$ cat src/rtl/user_tlp_req_seq_if.sv
// ============================================================================
// Module      : user_tlp_req_seq_if
// Description : Request channel and TLP-encoder channel of the request sequencer.
// Revision    : 1.0 - initial release
// ============================================================================
`default_nettype none

interface user_tlp_req_seq_if;
  // Upstream request handshake
  logic        req_valid;
  logic        req_ready;
  logic [2:0]  req_type;
  logic [63:0] req_addr;
  logic [31:0] req_data;
  // TLP encoder side
  logic [2:0]  tx_type;
  logic [7:0]  tx_tag;
  logic [63:0] tx_addr;
  logic [31:0] tx_data;
  logic        tx_start;
  logic        tx_done;

  // Environment: request source plus encoder
  modport master (
    output req_valid, req_type, req_addr, req_data, tx_done,
    input  req_ready, tx_type, tx_tag, tx_addr, tx_data, tx_start
  );

  // Sequencer
  modport slave (
    input  req_valid, req_type, req_addr, req_data, tx_done,
    output req_ready, tx_type, tx_tag, tx_addr, tx_data, tx_start
  );
endinterface

`default_nettype wire

$ cat src/rtl/user_tlp_req_seq.sv
// ============================================================================
// Module      : user_tlp_req_seq
// Description : Queues user memory requests and issues them one at a time to a
//               TLP encoder, throttling non-posted reads by outstanding count.
//               Optional tx_done watchdog: define REQ_SEQ_TIMEOUT_EN.
// Revision    : 1.0 - initial release
// ============================================================================
`default_nettype none

module user_tlp_req_seq #(
  parameter int FIFO_DEPTH         = 4,
  parameter int MAX_RD_OUTSTANDING = 4,
  parameter int TIMEOUT_CYCLES     = 1024
) (
  input  wire logic                      user_clk,
  input  wire logic                      reset_n,
  user_tlp_req_seq_if.slave              bus,
  input  wire logic                      cpl_valid,
  input  wire logic [7:0]                cpl_tag,
  output logic [7:0]                     rd_outstanding,
  output logic [$clog2(FIFO_DEPTH):0]    fifo_count,
  output logic                           err_bad_type,
  output logic                           err_timeout
);

  localparam int                 c_ptr_w    = $clog2(FIFO_DEPTH);
  localparam int                 c_cnt_w    = c_ptr_w + 1;
  localparam logic [c_cnt_w-1:0] c_full_cnt = c_cnt_w'(FIFO_DEPTH);
  localparam logic [7:0]         c_max_rd   = 8'(MAX_RD_OUTSTANDING);
  localparam logic [31:0]        c_to_vec   = 32'(TIMEOUT_CYCLES);

  typedef enum logic [1:0] {
    ST_IDLE      = 2'd0,
    ST_START     = 2'd1,
    ST_WAIT_DONE = 2'd2
  } state_t;

  typedef struct packed {
    logic [2:0]  typ;
    logic [63:0] addr;
    logic [31:0] data;
  } entry_t;

  entry_t               r_mem [FIFO_DEPTH];
  logic [c_ptr_w-1:0]   r_wr_ptr;
  logic [c_ptr_w-1:0]   r_rd_ptr;
  logic [c_cnt_w-1:0]   r_count;
  logic                 r_ready_en;
  state_t               r_state;
  state_t               w_state_nxt;
  logic [7:0]           r_tag_ctr;
  logic [2:0]           r_tx_type;
  logic [7:0]           r_tx_tag;
  logic [63:0]          r_tx_addr;
  logic [31:0]          r_tx_data;
  logic [7:0]           r_rd_out;
  logic                 r_err_bad_type;

  entry_t               w_new;
  entry_t               w_head;
  logic                 w_full;
  logic                 w_empty;
  logic                 w_push;
  logic                 w_store;
  logic                 w_issue;
  logic                 w_tx_start;
  logic                 w_rd_inc;
  logic                 w_rd_dec;
  logic                 w_unused;

  // Ready is held low through reset and rises on the first clock after release.
  assign w_full        = (r_count == c_full_cnt);
  assign w_empty       = (r_count == '0);
  assign bus.req_ready = r_ready_en && !w_full;
  assign w_push        = bus.req_valid && bus.req_ready;
  assign w_store       = w_push && !bus.req_type[2];
  assign w_new         = '{typ: bus.req_type, addr: bus.req_addr, data: bus.req_data};
  assign w_head        = r_mem[r_rd_ptr];

  always_comb begin
    w_state_nxt = r_state;
    w_issue     = 1'b0;
    w_tx_start  = 1'b0;
    case (r_state)
      ST_IDLE: begin
        // Writes are posted and never throttled; reads wait for credit.
        if (!w_empty && (w_head.typ[0] || (r_rd_out < c_max_rd))) begin
          w_issue     = 1'b1;
          w_state_nxt = ST_START;
        end
      end
      ST_START: begin
        w_tx_start  = 1'b1;
        w_state_nxt = ST_WAIT_DONE;
      end
      ST_WAIT_DONE: begin
        if (bus.tx_done) begin
          w_state_nxt = ST_IDLE;
        end
      end
      default: w_state_nxt = ST_IDLE;
    endcase
  end

  always_ff @(posedge user_clk or negedge reset_n) begin
    if (!reset_n) begin
      r_state <= ST_IDLE;
    end else begin
      r_state <= w_state_nxt;
    end
  end

  always_ff @(posedge user_clk) begin
    if (w_store) begin
      r_mem[r_wr_ptr] <= w_new;
    end
  end

  always_ff @(posedge user_clk or negedge reset_n) begin
    if (!reset_n) begin
      r_wr_ptr       <= '0;
      r_rd_ptr       <= '0;
      r_count        <= '0;
      r_ready_en     <= 1'b0;
      r_err_bad_type <= 1'b0;
    end else begin
      r_ready_en     <= 1'b1;
      r_err_bad_type <= w_push && bus.req_type[2];
      if (w_store) begin
        r_wr_ptr <= r_wr_ptr + 1'b1;
      end
      if (w_issue) begin
        r_rd_ptr <= r_rd_ptr + 1'b1;
      end
      case ({w_store, w_issue})
        2'b10:   r_count <= r_count + 1'b1;
        2'b01:   r_count <= r_count - 1'b1;
        default: r_count <= r_count;
      endcase
    end
  end

  always_ff @(posedge user_clk or negedge reset_n) begin
    if (!reset_n) begin
      r_tag_ctr <= 8'd0;
      r_tx_type <= 3'd0;
      r_tx_tag  <= 8'd0;
      r_tx_addr <= 64'd0;
      r_tx_data <= 32'd0;
    end else if (w_issue) begin
      r_tag_ctr <= r_tag_ctr + 8'd1;
      r_tx_type <= w_head.typ;
      r_tx_tag  <= r_tag_ctr;
      r_tx_addr <= w_head.addr;
      r_tx_data <= w_head.data;
    end
  end

  // A read counts as outstanding once the encoder has sent it.
  assign w_rd_inc = (r_state == ST_WAIT_DONE) && bus.tx_done && !r_tx_type[0];
  assign w_rd_dec = cpl_valid && (r_rd_out != 8'd0);

  always_ff @(posedge user_clk or negedge reset_n) begin
    if (!reset_n) begin
      r_rd_out <= 8'd0;
    end else begin
      case ({w_rd_inc, w_rd_dec})
        2'b10:   r_rd_out <= r_rd_out + 8'd1;
        2'b01:   r_rd_out <= r_rd_out - 8'd1;
        default: r_rd_out <= r_rd_out;
      endcase
    end
  end

`ifdef REQ_SEQ_TIMEOUT_EN
  localparam int                c_to_w    = $clog2(TIMEOUT_CYCLES + 1);
  localparam logic [c_to_w-1:0] c_to_last = c_to_w'(TIMEOUT_CYCLES - 1);

  logic [c_to_w-1:0] r_to_cnt;
  logic              r_err_timeout;

  // Counting stops once the flag is set; the FSM keeps waiting regardless.
  always_ff @(posedge user_clk or negedge reset_n) begin
    if (!reset_n) begin
      r_to_cnt      <= '0;
      r_err_timeout <= 1'b0;
    end else if (r_state != ST_WAIT_DONE) begin
      r_to_cnt <= '0;
    end else if (!bus.tx_done && !r_err_timeout) begin
      r_to_cnt <= r_to_cnt + 1'b1;
      if (r_to_cnt == c_to_last) begin
        r_err_timeout <= 1'b1;
      end
    end
  end

  assign err_timeout = r_err_timeout;
`else
  assign err_timeout = 1'b0;
`endif

  assign w_unused       = ^{cpl_tag, c_to_vec};

  assign bus.tx_type    = r_tx_type;
  assign bus.tx_tag     = r_tx_tag;
  assign bus.tx_addr    = r_tx_addr;
  assign bus.tx_data    = r_tx_data;
  assign bus.tx_start   = w_tx_start;
  assign rd_outstanding = r_rd_out;
  assign fifo_count     = r_count;
  assign err_bad_type   = r_err_bad_type;

endmodule

`default_nettype wire
$ cat src/flat_wrapper.sv
// flat-port wrapper written by rule: the top's interface ports become plain ports
module user_tlp_req_seq_flat 
#(
  parameter int FIFO_DEPTH         = 4,
  parameter int MAX_RD_OUTSTANDING = 4,
  parameter int TIMEOUT_CYCLES     = 1024
)
  (user_clk, reset_n, cpl_valid, cpl_tag, rd_outstanding, fifo_count, err_bad_type, err_timeout, bus_req_valid, bus_req_type, bus_req_addr, bus_req_data, bus_tx_done, bus_req_ready, bus_tx_type, bus_tx_tag, bus_tx_addr, bus_tx_data, bus_tx_start);
  user_tlp_req_seq_if bus_i ();
  input  wire logic user_clk;
  input  wire logic reset_n;
  input  wire logic cpl_valid;
  input  wire logic [7:0] cpl_tag;
  output logic [7:0] rd_outstanding;
  output logic [$clog2(FIFO_DEPTH):0] fifo_count;
  output logic err_bad_type;
  output logic err_timeout;
  input wire logic [$bits(bus_i.req_valid)-1:0] bus_req_valid;
  input wire logic [$bits(bus_i.req_type)-1:0] bus_req_type;
  input wire logic [$bits(bus_i.req_addr)-1:0] bus_req_addr;
  input wire logic [$bits(bus_i.req_data)-1:0] bus_req_data;
  input wire logic [$bits(bus_i.tx_done)-1:0] bus_tx_done;
  output wire logic [$bits(bus_i.req_ready)-1:0] bus_req_ready;
  output wire logic [$bits(bus_i.tx_type)-1:0] bus_tx_type;
  output wire logic [$bits(bus_i.tx_tag)-1:0] bus_tx_tag;
  output wire logic [$bits(bus_i.tx_addr)-1:0] bus_tx_addr;
  output wire logic [$bits(bus_i.tx_data)-1:0] bus_tx_data;
  output wire logic [$bits(bus_i.tx_start)-1:0] bus_tx_start;
  assign bus_i.req_valid = bus_req_valid;
  assign bus_i.req_type = bus_req_type;
  assign bus_i.req_addr = bus_req_addr;
  assign bus_i.req_data = bus_req_data;
  assign bus_i.tx_done = bus_tx_done;
  assign bus_req_ready = bus_i.req_ready;
  assign bus_tx_type = bus_i.tx_type;
  assign bus_tx_tag = bus_i.tx_tag;
  assign bus_tx_addr = bus_i.tx_addr;
  assign bus_tx_data = bus_i.tx_data;
  assign bus_tx_start = bus_i.tx_start;
  user_tlp_req_seq #(.FIFO_DEPTH(FIFO_DEPTH), .MAX_RD_OUTSTANDING(MAX_RD_OUTSTANDING), .TIMEOUT_CYCLES(TIMEOUT_CYCLES)) u_core (.user_clk(user_clk), .reset_n(reset_n), .bus(bus_i), .cpl_valid(cpl_valid), .cpl_tag(cpl_tag), .rd_outstanding(rd_outstanding), .fifo_count(fifo_count), .err_bad_type(err_bad_type), .err_timeout(err_timeout));
endmodule
$ cat config.mk
export PLATFORM = sky130hd
export DESIGN_NAME = user_tlp_req_seq_flat
export DESIGN_NICKNAME = d
export VERILOG_FILES = /design/src/rtl/user_tlp_req_seq_if.sv /design/src/rtl/user_tlp_req_seq.sv /design/src/flat_wrapper.sv
export SDC_FILE = /design/constraint.sdc
export NUM_CORES = 1
export LEC_CHECK = 0
export CAP_MARGIN = 20
export CORE_UTILIZATION = 48
export DETAILED_ROUTE_END_ITERATION = 10
export DONT_BUFFER_PORTS = 1
export PLACE_DENSITY = 0.6
export SKIP_LAST_GASP = 1
export SLEW_MARGIN = 40
export SYNTH_ARGS = -nofsm -noshare
export SYNTH_HDL_FRONTEND = slang
export SYNTH_SLANG_ARGS = --single-unit
export TNS_END_PERCENT = 10
$ cat constraint.sdc
create_clock -name user_clk -period 7.25 [get_ports user_clk]
set_input_delay 1.45 -clock user_clk [delete_from_list [all_inputs] [get_ports user_clk]]
set_output_delay 1.45 -clock user_clk [all_outputs]
set_load 0.1 [all_outputs]
==> out/summary.json <==
{
  "synth": {
    "async_flop_share_pct": 25.3,
    "synth_seq_area_share_pct": 76.5,
    "ys.flop_type": "sky130_fd_sc_hd__edfxtp_1",
    "syn_area_per_cell_um2": 22.5,
    "yosys_warnings": 0,
    "yosys_register_bits": 530,
    "mappedNetlistNets": 1014,
    "netlist_instances": 887,
    "syn_area_um2": 19900,
    "edff_count_synth": 396,
    "synth.lib_cells_used.distinct": 43
  },
  "clocking": {
    "clock_tree.buffer_depth": 3,
    "post_cts_resize_count": 0,
    "tritoncts_buffers": 54,
    "cts_hold_buf": 0,
    "cts_root_buffer": "sky130_fd_sc_hd__clkbuf_16",
    "clock_tree_from_tritoncts": "built",
    "clock_sinks": 530,
    "ctsHtreeMaxLevel": 2,
    "insertion_delay_ps": 590,
    "clkSlewWorstSetupHoldPaths_ps": 60,
    "cts.repair_timing.setup_buffer_count": 0
  },
  "cells_and_area": {
    "multi_input_area_um2": 4470,
    "final_nets": 1051,
    "layout_common_cells": "sky130_fd_sc_hd__edfxtp_1, sky130_fd_sc_hd__dfrtp_2, sky130_fd_sc_hd__mux4_2, sky130_fd_sc_hd__mux2_4, sky130_fd_sc_hd__clkbuf_16",
    "final_layout_size_suffix_gt1_share_pct": 45.1,
    "layout.cells.most_common": "sky130_fd_sc_hd__edfxtp_1",
    "antennaDiodeCount": 0,
    "sequential_cell_area_um2": 15400,
    "area_growth_pct": 13.6,
    "nFillCells": 3057
  },
  "die": {
    "dieWidth_um": 206,
    "initial_core_util_pct": 48.7,
    "dieArea_um2": 42400,
    "die_h_um": 206,
    "core_um2": 40900,
    "rows": 74,
    "design.portCount": 234
  },
  "setup_path": {
    "critPathRequiredTime_ps": 7470,
    "timing.critical_path.to_type": "register",
    "arrival_ps": 4080,
    "rr_worst_depth": 8,
    "worst_setup_path_start_kind": "register",
    "timing.setup.critical_path_class": "register to register",
    "path_max_fanout": 50
  },
  "drt": {
    "detailed_route_wire_length_per_cell_um": 24.3,
    "drt_iter0_markers": 447,
    "drt-vias-per-instance": 5.54,
    "drt_pre_antenna_iters": 4,
    "drt.antenna.violating_nets": 0,
    "route.vias.total": 8310,
    "remaining_drc_errors": 0,
    "drt-total-wl_um": 36500
  },
  "sta": {
    "totalNegativeSetupSlack_ps": 0,
    "hold_viol": 0,
    "finalWorstPathRequiredPeriod_ps": 3860,
    "rsz0062_at_grt": "false",
    "max_slew_margin_pct": 40.8,
    "fmax_ghz": 0.259,
    "final_setup_viols": 0,
    "fin_crit_sh_pct": 53.3,
    "slew_viol_final": 0,
    "fin_worst_skew_ps": 16.1,
    "worst-slew-pin-transition_ps": 889
  },
  "placement": {
    "place.gp.congestion": 0.779,
    "portBuffers": 0,
    "detailedPlacementHpwl_um": 20400
  },
  "flow_run": {
    "maxCapViolCount": 0
  },
  "hold_path": {
    "cells_on_worst_hold_path": 1,
    "min_path_type": "register to register"
  },
  "grt": {
    "grt_first_pass_wirelength_um": 54900,
    "grt_start_max_net_pins": 135,
    "grt_overflow": 0,
    "initial_antenna_violation_count": 0,
    "number_of_global_route_vias_before_repair": 8810,
    "grtUsageTotal_pct": 17.7
  },
  "status": {
    "run_status": "finished, final reports clean"
  }
}
## metrics by stage
stage	cells	cell area, um^2	util (%)	hold WS [ps]	setup WS [ps]
floorplan	887	19900	-	440	1060
global placement	1394	20500	50.1	459	2850
detailed placement	1399	20700	50.7	463	3330
CTS	1500	22600	55.2	474	3310
global route	1501	22700	55.3	519	3120
finish	1501	22700	55.3	472	3390
## synth_stat cells, types with 2 or more instances
| cell | count | area [um^2] |
|---|---|---|
| sky130_fd_sc_hd__nand2_1 | 9 | 33.8 |
| sky130_fd_sc_hd__and3_1 | 2 | 12.5 |
| sky130_fd_sc_hd__xnor2_1 | 10 | 87.6 |
| sky130_fd_sc_hd__nand4_1 | 3 | 18.8 |
| sky130_fd_sc_hd__dfrtp_1 | 134 | 3350 |
| sky130_fd_sc_hd__conb_1 | 2 | 7.51 |
| sky130_fd_sc_hd__buf_6 | 7 | 78.8 |
| sky130_fd_sc_hd__mux2_2 | 49 | 552 |
| sky130_fd_sc_hd__nor3_1 | 3 | 15.0 |
| sky130_fd_sc_hd__edfxtp_1 | 396 | 11900 |
| sky130_fd_sc_hd__buf_2 | 8 | 40.0 |
| sky130_fd_sc_hd__nand3_1 | 2 | 10.0 |
| sky130_fd_sc_hd__a21o_1 | 4 | 30.0 |
| sky130_fd_sc_hd__a211o_1 | 2 | 17.5 |
| sky130_fd_sc_hd__ha_1 | 13 | 163 |
| sky130_fd_sc_hd__xor2_1 | 8 | 70.1 |
| sky130_fd_sc_hd__nor2b_1 | 2 | 12.5 |
| sky130_fd_sc_hd__o21a_1 | 3 | 22.5 |
| sky130_fd_sc_hd__o21ai_0 | 6 | 30.0 |
| sky130_fd_sc_hd__mux2_4 | 60 | 901 |
| sky130_fd_sc_hd__fa_1 | 2 | 40.0 |
| sky130_fd_sc_hd__and2_1 | 6 | 37.5 |
| sky130_fd_sc_hd__clkbuf_1 | 17 | 63.8 |
| sky130_fd_sc_hd__a21oi_1 | 4 | 20.0 |
| sky130_fd_sc_hd__inv_1 | 12 | 45.0 |
| sky130_fd_sc_hd__nor2_1 | 5 | 18.8 |
| sky130_fd_sc_hd__mux4_2 | 99 | 2230 |
| sky130_fd_sc_hd__buf_1 | 4 | 15.0 |
## path summary, 6_finish.rpt
path / from / to / slack, ps
setup / recovery: u_core.fifo_count[1]$_DFFE_PN0P_ / u_core.r_mem[1][94]$_DFFE_PP_ / 3390
hold / removal: u_core.r_tag_ctr[7]$_DFFE_PN0P_ / u_core.r_tag_ctr[7]$_DFFE_PN0P_ / 470
setup reg to reg: u_core.fifo_count[1]$_DFFE_PN0P_ / u_core.r_mem[1][94]$_DFFE_PP_ / 3390
hold reg to reg: u_core.r_tag_ctr[7]$_DFFE_PN0P_ / u_core.r_tag_ctr[7]$_DFFE_PN0P_ / 470
max in group asynchronous: reset_n / u_core.bus.tx_addr[23]$_DFFE_PN0P_ / 6400
min in group asynchronous: reset_n / u_core.bus.tx_data[30]$_DFFE_PN0P_ / 560
## cells by family after synthesis
kind of cell | count (synthesis) | synth area share [%]
AND/OR/NAND/NOR | 38 | 1.04
AO/OA/AOI/OAI | 26 | 0.879
XOR/XNOR | 18 | 0.791
other | 2 | 0.0377
flip-flops | 530 | 76.5
multiplexers | 209 | 18.5
buffers and inverters | 49 | 1.26
adder cells (fa/ha/maj) | 15 | 1.02
## registers in the layout, indices dropped and copies added, names as in the netlist
signal	cells
u_core.bus.tx_type	3
u_core.err_bad_type	1
u_core.r_state	2
u_core.r_ready_en	1
u_core.r_tag_ctr	8
u_core.fifo_count	3
u_core.bus.tx_addr	64
u_core.r_mem	396
u_core.r_wr_ptr	2
u_core.bus.tx_tag	8
u_core.rd_outstanding	8
u_core.bus.tx_data	32
u_core.r_rd_ptr	2
## layout make-up
cell class	instances	share of cell area (%)
timing repair buffer	18	0.900
tap	532	2.94
inverter	12	0.199
clock inverter	22	1.18
multi-input combinational	308	19.7
sequential	530	68.0
clock buffer	79	7.09
## layer usage
metal	GRT usage, %	vias to the layer above	routed length, um
li1	-	3652	-
met1	22.0	4403	14600
met2	29.1	205	18300
met3	5.84	50	2770
met4	6.12	0	750
met5	0	-	0
## critical path, cell delays in order (launching register included)
cell	delay [ps]
sky130_fd_sc_hd__dfrtp_2	700
sky130_fd_sc_hd__inv_1	200
sky130_fd_sc_hd__a31oi_2	200
sky130_fd_sc_hd__buf_4	320
sky130_fd_sc_hd__nand2_1	120
sky130_fd_sc_hd__nor2_1	430
sky130_fd_sc_hd__and2_4	520
sky130_fd_sc_hd__buf_12	270
sky130_fd_sc_hd__buf_4	670
Power is left out: the tool's default activity adds up to more than one toggle a clock period on the data nets, which glitch-free logic cannot reach.
